File: src/rtl/pc_sequencer.sv
// pc_sequencer: program-counter generator for the single-cycle CPU.
// Produces the sequential fetch address itself and arbitrates trap, return,
// jump/call and branch redirects. A small circular return-address stack
// holds call return addresses. The whole block freezes while instruction
// memory reports busywait.
module pc_sequencer #(
  parameter int               WIDTH     = 32,
  parameter logic [WIDTH-1:0] RESET_VEC = {WIDTH{1'b1}} - {{(WIDTH-2){1'b0}}, 2'b11},
  parameter int               INC       = 4,
  parameter logic [31:0]      TRAP_VEC  = 32'h0000_0100,
  parameter int               RAS_DEPTH = 4
) (
  input  logic             CLK,
  input  logic             RESET,
  input  logic             busywait,
  input  logic             trap,
  input  logic             ret,
  input  logic             jump,
  input  logic             call,
  input  logic [WIDTH-1:0] jump_target,
  input  logic             branch_taken,
  input  logic [WIDTH-1:0] branch_target,
  output logic [WIDTH-1:0] PC,
  output logic [WIDTH-1:0] PC_plus,
  output logic             ras_empty,
  output logic             ras_full,
  output logic             ras_overflow,
  output logic             ras_underflow
);

  localparam int PTR_W = $clog2(RAS_DEPTH);
  localparam int CNT_W = $clog2(RAS_DEPTH + 1);

  localparam logic [WIDTH-1:0] INC_V    = WIDTH'(INC);
  localparam logic [WIDTH-1:0] TRAP_V   = WIDTH'(TRAP_VEC);
  localparam logic [CNT_W-1:0] CNT_MAX  = CNT_W'(RAS_DEPTH);
  localparam logic [CNT_W-1:0] CNT_ONE  = CNT_W'(1);
  localparam logic [CNT_W-1:0] CNT_ZERO = {CNT_W{1'b0}};
  localparam logic [PTR_W-1:0] PTR_LAST = PTR_W'(RAS_DEPTH - 1);
  localparam logic [PTR_W-1:0] PTR_ONE  = PTR_W'(1);
  localparam logic [PTR_W-1:0] PTR_ZERO = {PTR_W{1'b0}};

  // Registered state
  logic [WIDTH-1:0] pc_r;
  logic [WIDTH-1:0] ras_r [RAS_DEPTH];
  logic [PTR_W-1:0] top_r;
  logic [CNT_W-1:0] cnt_r;
  logic             ovf_r;
  logic             unf_r;

  // Next-state terms
  logic [WIDTH-1:0] pc_plus_s;
  logic [WIDTH-1:0] pc_next_s;
  logic [PTR_W-1:0] top_inc_s;
  logic [PTR_W-1:0] top_dec_s;
  logic [PTR_W-1:0] top_next_s;
  logic [CNT_W-1:0] cnt_next_s;
  logic             push_s;
  logic             pop_s;
  logic             ovf_s;
  logic             unf_s;

  // Sequential address and circular pointer neighbours (wrap also covers
  // stack depths that are not a power of two).
  always_comb begin
    pc_plus_s = pc_r + INC_V;
    if (top_r == PTR_LAST) begin
      top_inc_s = PTR_ZERO;
    end else begin
      top_inc_s = top_r + PTR_ONE;
    end
    if (top_r == PTR_ZERO) begin
      top_dec_s = PTR_LAST;
    end else begin
      top_dec_s = top_r - PTR_ONE;
    end
  end

  // Redirect arbitration: trap > ret > jump/call > branch > sequential.
  // Losing requests have no side effects, so a call beaten by trap/ret never pushes.
  always_comb begin
    pc_next_s = pc_plus_s;
    push_s    = 1'b0;
    pop_s     = 1'b0;
    ovf_s     = 1'b0;
    unf_s     = 1'b0;
    if (trap) begin
      pc_next_s = TRAP_V;
    end else if (ret) begin
      if (cnt_r != CNT_ZERO) begin
        pc_next_s = ras_r[top_r];
        pop_s     = 1'b1;
      end else begin
        pc_next_s = pc_plus_s;
        unf_s     = 1'b1;
      end
    end else if (jump) begin
      pc_next_s = jump_target;
      push_s    = call;
      ovf_s     = call && (cnt_r == CNT_MAX);
    end else if (branch_taken) begin
      pc_next_s = branch_target;
    end else begin
      pc_next_s = pc_plus_s;
    end
  end

  // Stack pointer and occupancy update; a push onto a full stack keeps the
  // count saturated and silently overwrites the oldest entry.
  always_comb begin
    top_next_s = top_r;
    cnt_next_s = cnt_r;
    if (push_s) begin
      top_next_s = top_inc_s;
      if (cnt_r == CNT_MAX) begin
        cnt_next_s = CNT_MAX;
      end else begin
        cnt_next_s = cnt_r + CNT_ONE;
      end
    end else if (pop_s) begin
      top_next_s = top_dec_s;
      cnt_next_s = cnt_r - CNT_ONE;
    end else begin
      top_next_s = top_r;
      cnt_next_s = cnt_r;
    end
  end

  // State register: async reset, full freeze on busywait (pulses drop to 0).
  always_ff @(posedge CLK or posedge RESET) begin
    if (RESET) begin
      pc_r  <= RESET_VEC;
      top_r <= PTR_ZERO;
      cnt_r <= CNT_ZERO;
      ovf_r <= 1'b0;
      unf_r <= 1'b0;
      for (int i = 0; i < RAS_DEPTH; i++) begin
        ras_r[i] <= {WIDTH{1'b0}};
      end
    end else if (busywait) begin
      ovf_r <= 1'b0;
      unf_r <= 1'b0;
    end else begin
      pc_r  <= pc_next_s;
      top_r <= top_next_s;
      cnt_r <= cnt_next_s;
      ovf_r <= ovf_s;
      unf_r <= unf_s;
      if (push_s) begin
        ras_r[top_inc_s] <= pc_plus_s;
      end
    end
  end

  assign PC            = pc_r;
  assign PC_plus       = pc_plus_s;
  assign ras_empty     = (cnt_r == CNT_ZERO);
  assign ras_full      = (cnt_r == CNT_MAX);
  assign ras_overflow  = ovf_r;
  assign ras_underflow = unf_r;

endmodule

File: config.mk
export PLATFORM = sky130hd
export DESIGN_NAME = pc_sequencer
export DESIGN_NICKNAME = d
export VERILOG_FILES = /design/src/rtl/pc_sequencer.sv
export SDC_FILE = /design/constraint.sdc
export NUM_CORES = 1
export LEC_CHECK = 0
export ABC_AREA = 1
export CAP_MARGIN = 20
export CORE_AREA = 10 10 143 145
export DETAILED_ROUTE_END_ITERATION = 10
export DIE_AREA = 0 0 153 155
export PLACE_DENSITY_LB_ADDON = 0.2
export SLEW_MARGIN = 10
export SYNTH_ARGS = -nofsm -noshare
export SYNTH_HDL_FRONTEND = slang
export SYNTH_SLANG_ARGS = --single-unit
File: constraint.sdc
create_clock -name CLK -period 7.5 [get_ports CLK]
set_input_delay 2.25 -clock CLK [delete_from_list [all_inputs] [get_ports CLK]]
set_output_delay 2.25 -clock CLK [all_outputs]
set_load 0.005 [all_outputs]
==> results.md, run 1 <==
- Compound-cell area share of the yosys netlist: 0.181
- Via count: between 9,000 and 10,000
- Clock slew at reported path FFs: about 70 ps
- Clk sinks: 167
- Adder-cell share of the synthesized area: 0.0132
- TritonCTS clock tree: yes
- Type of destination of the critical path: output pin
- Largest net degree at the start of global routing: 74
- Cell area after synthesis: between 9000 and 10,000 um2
- Routed WL: approximately 32,000 um
- Die ar.: around 24,000 um2
- Min-delay worst type: reg2reg
- Initial detailed-routing violation count: a little over 900
- Final setup viols: 0
- Startpoint Class: flop
- Async set-reset flop share out of synthesis: 1.00
- First-pass GRT wire length: 50,800 um
- CP Max Fanout: 10
- Synth cell types: 52
- Height of the die: 155 um
- Post-detailed-placement half-perimeter wirelength: between 20,000 and 25,000 um
- Vias in the first global route: around 9,000
- Total I/O pin count: 140
- Yosys warns: 0
- Mux cell area share after synthesis: 0.00119
- Worst-Margin Slew: 968 ps
- VDD IR max: between 0.2 and 0.25 mV
- Die width: approximately 150 um
- Data arrival time of the worst path: just under 3000 ps
- Initial antenna violation count: 1
- GRT Overall Usage: 0.265
- Row cnt: approximately 50
- Post-Place Worst Slack: around 2500 ps
- Total Nets Final: 1,458
- H-tree depth: 4
- Fillers: about 1,600
- Final Skew: 11.7 ps
- Routed Antenna Nets: 0
- Post-Synth Simple-Gate Area: 0.279
- Total CTS buffers: 17
- Vias per cell: a little under 6
- Maximum root-to-sink buffer count: 2
- DRC Markers: 0
- Worst-skew pair later-pin latency: between 400 and 500 ps
- Result of the run: complete, no violations
- Drt wl/cell: ~20 um
- Worst setup margin: 2330 ps
- Predominant post-synthesis flop cell: dfrtp_1
- RePlAce Congestion: ~1
- Syn_nets: between 1,000 and 1,500
- Max-cap viol count: 0
- Register area share after synthesis: 0.444
- Post-synth EDFFs: 0
- Post-CTS Resized: 0
- Part of the cycle the worst path needs: 0.690
- Hold Buf Count CTS: 0
- Pre-antenna DRT Iters: 6
- Post-CTS setup buffer count: 0
- Final core utilization: 0.654
- Grt total ovfl: 0
- Core ar.: about 18,000 um2
- Worst rel slew slack: 0.354
- RSZ-0062 raised after global routing: no
- PwrDens: around 320 nW/um2
- Post-layout min period: 5170 ps
- IO Port Bufs: 139
- Post-Synth XOR/XNOR Area: 0.0126
- Final Hold Fails: 0
- Post-synthesis cell count: 1,277
- Fmax: 0.193 GHz
- Layout cell share with drive strength beyond 1: 0.109
- Yosys reg bits: roughly 170
- WS Path Type: reg2out
- Area Growth Syn to Fin: 21.5%
- Setup TNS: 0 ps
- Main combinational cell family by area after synthesis: simple AND/OR/NAND/NOR gates
- CTS root buffer: clkbuf_16
- Static Leak: roughly 5.3 nW
- Syn avg cell area: roughly 7.4 um2
- Req. time, crit path: roughly 5300 ps
- Slew Viols, Final: 0
- Initial Utilization: 0.538
[cell usage after synthesis, types with 6 or more instances]
library cell / number / area [um2]
clkbuf_1: 34 / 128
nor2_4: 7 / 78.8
nand4_1: 7 / 43.8
o21ai_1: 53 / 265
a31oi_1: 17 / 106
buf_2: 27 / 135
a21oi_1: 54 / 270
nand3_1: 40 / 200
inv_1: 68 / 255
o221ai_1: 8 / 70.1
o21ai_0: 144 / 721
ha_1: 10 / 125
o211ai_1: 6 / 45.0
nor2_1: 103 / 387
nand2_2: 22 / 138
nand2_1: 413 / 1550
dfrtp_1: 137 / 3430
dfstp_2: 30 / 788
or2_2: 7 / 43.8
inv_2: 19 / 71.3
[final cells by class]
type                       instances  area, um2  share of cell area
antenna                            1       2.50            0.000217
clock inverter                    14        155              0.0134
tap                              229        287              0.0248
inverter                          89        344              0.0298
timing repair buffer             150       1470               0.128
multi-input combinational        951       4620               0.401
sequential                       167       4220               0.365
clock buffer                      18        439              0.0380
[final timing paths]
kind                            startpoint  depth (start not counted)            to  slack, ps
worst max register to register    top_r[0]                          8     ras_r[87]       4670
min in group asynchronous            RESET                          2  ras_overflow       2280
worst min register to register   ras_r[65]                          2     ras_r[65]        480
max in group asynchronous            RESET                          3     ras_r[21]       3960
worst min-delay path             ras_r[65]                          2     ras_r[65]        480
worst max-delay path                 PC[2]                         10   PC_plus[22]       2330
[worst max-delay path, cell delays in order, from the launching register on]
cell and delay, ps:
dfstp_2 680, ha_1 220, nand2_2 110, nor2_4 160, nand2_2 120, nor2_2 240, nand2_1 80, nand2_1 80
nand2_1 190, inv_1 100, clkdlybuf4s50_1 500
[placed cells by master (no fill, tap or decap), types with 2 or more instances in the layout]
master and count:
o211ai_1 6, o311ai_0 2, nor2_2 3, inv_2 19, nand2_1 413, clkinv_4 3, clkbuf_16 17, o221ai_1 8
inv_1 67, dfstp_2 30, inv_8 5, xnor2_1 4, or2_2 7, nor2_4 7, a21oi_1 54, o31ai_1 2
a211oi_1 5, nor3_1 4, ha_1 10, nand3_2 4, buf_4 11, o22ai_1 5, o21ai_0 144, a32o_1 5
clkdlybuf4s50_1 139, dfrtp_1 136, a31oi_1 17, nor2_1 103, nand3_1 40, o21ai_1 53, inv_6 6, nand2_4 5
xor2_2 2, o21bai_1 5, nand2_2 22, nand4_1 7
[state kept, by name, summed over array words and instances (netlist names)]
| name | flops |
|---|---|
| ras_r | 128 |
| PC | 32 |
| top_r | 2 |
| ras_underflow | 1 |
| ras_overflow | 1 |
| cnt_r | 3 |
[stage by stage]
stage | hold WS [ps] | instance area [um2] | std cells | power, mW
floorplan | 444 | 9500 | 1277 | 2.20
global placement | 459 | 10900 | 1586 | 2.75
detailed placement | 465 | 10900 | 1586 | 2.78
CTS | 482 | 11500 | 1618 | 3.67
global route | 501 | 11500 | 1619 | 3.91
finish | 484 | 11500 | 1619 | 3.68
[report_power, final]
group	internal, mW	total, mW	switching, mW	leakage [nW]
registers	1.18	1.38	0.201	2.15
clock network	0.483	0.894	0.410	0.292
logic	0.547	1.41	0.864	2.83
[cells by family after synthesis]
logic type      Yosys count
compound gates          311
fa+ha+maj                10
simple gates            620
mux                       1
buf+inv                 159
xor+xnor                  9
flops                   167
[layer usage]
metal,GRT usage,wire (um),vias up
li1,-,-,4369
met1,0.333,13100,4454
met3,0.0653,2640,91
met5,0,0,-
met2,0.427,15100,436
met4,0.118,1300,0
Power figures use the tool's default switching activity.
==> run 2, diff against run 1 <==
CORE_AREA = 10 10 149 151   (was 10 10 143 145)
DIE_AREA = 0 0 159 161   (was 0 0 153 155)
clock period = 4.2 ns   (was 7.5 ns; I/O delays follow)
==> run 2 against run 1 <==
Against the previous run: die area increased by 7.9%; sequential cell count stayed put; global-route usage down 1.8 points; clock power increased by 77%; design area up 1.6%; register-to-register slack got worse by 2800 ps; total power is 79% higher; non-clock buffer count increased by 17; wire length increased by 0.85%; cell count is 3.2% higher; sequential share of layout area fell by 0.56 points; critical path depth decreased by 2; largest power group unchanged.
==> results.md, run 2 (synthesis gave the netlist of run 1 again) <==
- Pre-antenna DRT Iters: 5 (-1)
- Initial Utilization: 0.495 (-0.0434)
- Fin area: 11,700 um2 (+1.6%)
- Final Hold Fails: 0 (unchanged)
- Worst-Margin Slew: 947 ps (-21.1 ps)
- PwrDens: 562 nW/um2 (+76%)
- Clock slew at reported path FFs: 70 ps (about the same)
- Largest net degree at the start of global routing: 168 (+130%)
- Final Skew: 16.9 ps (+5.14 ps)
- Min-delay worst type: reg2reg
- Total CTS buffers: 17 (unchanged)
- Worst-skew pair later-pin latency: 440 ps (about the same)
- Hold wc startpoint: ras_r[99]
- First-pass GRT wire length: 50,500 um (-0.77%)
- Hold Buf Count CTS: 0 (unchanged)
- Via count: 9,169 (-1.9%)
- Crit-path cells: buf_4, inv_2, nor2_4, nand2_1, nor2_4, nand3_2, xnor2_4, clkdlybuf4s50_1
- Vias per cell: 5.49 (-5.0%)
- Reg2Reg Depth: 10 (+2)
- Routed WL: 32,400 um (+0.85%)
- Maximum root-to-sink buffer count: 2 (unchanged)
- Clk sinks: 167 (unchanged)
- RePlAce Congestion: 0.977 (-1.9%)
- Final setup viols: 0 (unchanged)
- Static Leak: 5.35 nW (+1.4%)
- Fillers: 1,773 (+14%)
- IO Port Bufs: 139 (unchanged)
- # diodes: 0 (-1)
- CP bufs+invs: 3 (+1)
- CP Max Fanout: 6 (-4)
- Area Growth Syn to Fin: 23.4%
- GRT Overall Usage: 0.247 (-0.0182)
- Data arrival time of the worst path: 2740 ps (-180 ps)
- Post-CTS Resized: 0 (unchanged)
- WS Path Type: reg2out
- Max-cap viol count: 0 (unchanged)
- Type of destination of the critical path: output pin
- RR Startpoint: cnt_r[0]
- Total I/O pin count: 140 (unchanged)
- H-tree depth: 4 (unchanged)
- Slew Viols, Final: 0 (unchanged)
- Routed Antenna Nets: 0 (unchanged)
- Total Nets Final: 1,475 (+1.2%)
- Vias in the first global route: 8,682 (-5.8%)
- TritonCTS clock tree: yes
- Hold path depth: 2 (unchanged)
- Fmax: approximately 0.25 GHz
- VDD IR max: 0.340 mV (+46%)
- Req. time, crit path: 2940 ps (-2310 ps)
- RR Endpoint: PC[12]
- Commonest non-fill, non-tap cell in the layout: nand2_1
- Die ar.: 25,600 um2 (+7.9%)
- Startpoint Class: flop
- CP most frequent cell: nor2_4
- Hold worst-path end: ras_r[99]
- Result of the run: complete, no violations
- Die width: 159 um (+3.9%)
- CP peak stage delay: 590 ps (-90 ps)
- Placed cell areas: 11,100 um2 (+1.4%)
- Height of the die: 161 um (+3.9%)
- CTS root buffer: clkbuf_16
- Part of the cycle the worst path needs: 0.952
- Worst rel slew slack: 0.368 (+0.0148)
- RSZ-0062 raised after global routing: no
- Initial antenna violation count: 0 (-1)
- Crit-path leading delay family: buffers and inverters
- Layout cell share with drive strength beyond 1: 0.120 (+0.0108)
- Row cnt: 51 (+4.1%)
- Max reg flops: 128 (unchanged)
- Reg with most FFs: ras_r
- Drt wl/cell: 19.4 um (-2.3%)
- DRC Markers: 0 (unchanged)
- Post-detailed-placement half-perimeter wirelength: 22,700 um (+4.2%)
- Core ar.: 19,200 um2 (+8.8%)
- Post-layout min period: around 4000 ps
- Commonest non-fill, non-tap cells in the layout: nand2_1, o21ai_0, clkdlybuf4s50_1
- Initial detailed-routing violation count: 880 (-5.6%)
- Setup TNS: 0 ps (unchanged)
- Slowest stage cell, crit path: dfstp_2
- Worst R2R Setup Slack: 1920 ps (-2750 ps)
- Grt total ovfl: 0 (unchanged)
[run 2: cell type report]
| type | instances | area, um2 | share of cell area |
|---|---|---|---|
| flip-flops and latches | 167 | 4220 | 0.360 |
| clock buffers | 18 | 439 | 0.0375 |
| inverters | 89 | 343 | 0.0292 |
| well taps | 265 | 332 | 0.0283 |
| multi-input cells | 951 | 4620 | 0.394 |
| clock inverters | 14 | 154 | 0.0131 |
| repair buffers | 167 | 1610 | 0.138 |
[run 2: worst max path at each step]
stage,startpoint,to,cells past startpoint,slack [ps]
after detailed placement,PC[2],PC_plus[28],10,590
final,PC[2],PC_plus[25],8,200
after global routing,PC[2],PC_plus[28],10,50
after global placement,PC[2],PC_plus[28],10,630
after floorplan,RESET,PC[0],1,840
after CTS,PC[2],PC_plus[28],10,130
[run 2: metrics by stage]
| step | worst slack (ps) | cells | power, mW | hold WS (ps) | util |
|---|---|---|---|---|---|
| 6_report | 200 | 1671 | 6.58 | 479 | 0.610 |
| 5_1_grt | 47.4 | 1671 | 7.01 | 505 | 0.610 |
| 4_1_cts | 129 | 1667 | 6.57 | 479 | 0.609 |
| 3_5_place_dp | 591 | 1635 | 4.98 | 460 | 0.578 |
| 3_3_place_gp | 635 | 1635 | 4.94 | 458 | 0.578 |
| 2_1_floorplan | 838 | 1277 | 3.92 | 444 | - |
[run 2: repair_timing]
item                       in CTS  in global routing
buffers inserted                0                  4
hold endpoints to repair        0                  0
setup endpoints to repair       0                  3
[run 2: per-layer routing]
layer / routed length (um) / vias to the layer above / GRT usage
li1: - / 4402 / -
met1: 13900 / 4354 / 0.327
met2: 15200 / 354 / 0.396
met3: 2320 / 59 / 0.0506
met4: 952 / 0 / 0.0859
met5: 0 / - / 0
[run 2: report_power, final]
| group | leakage (nW) | switching [mW] | internal, mW |
|---|---|---|---|
| Sequential | 2.15 | 0.336 | 2.10 |
| Clock | 0.288 | 0.764 | 0.814 |
| Combinational | 2.91 | 1.55 | 1.02 |
[run 2: worst register-to-register path, stage by stage (launching register included)]
cell and delay (ps):
dfrtp_1 400, inv_1 100, ha_1 170, inv_1 40, nor2_1 400, nor2_4 170
inv_2 240, a21oi_1 70, a211oi_1 440, nand2_1 110, nand2_1 80
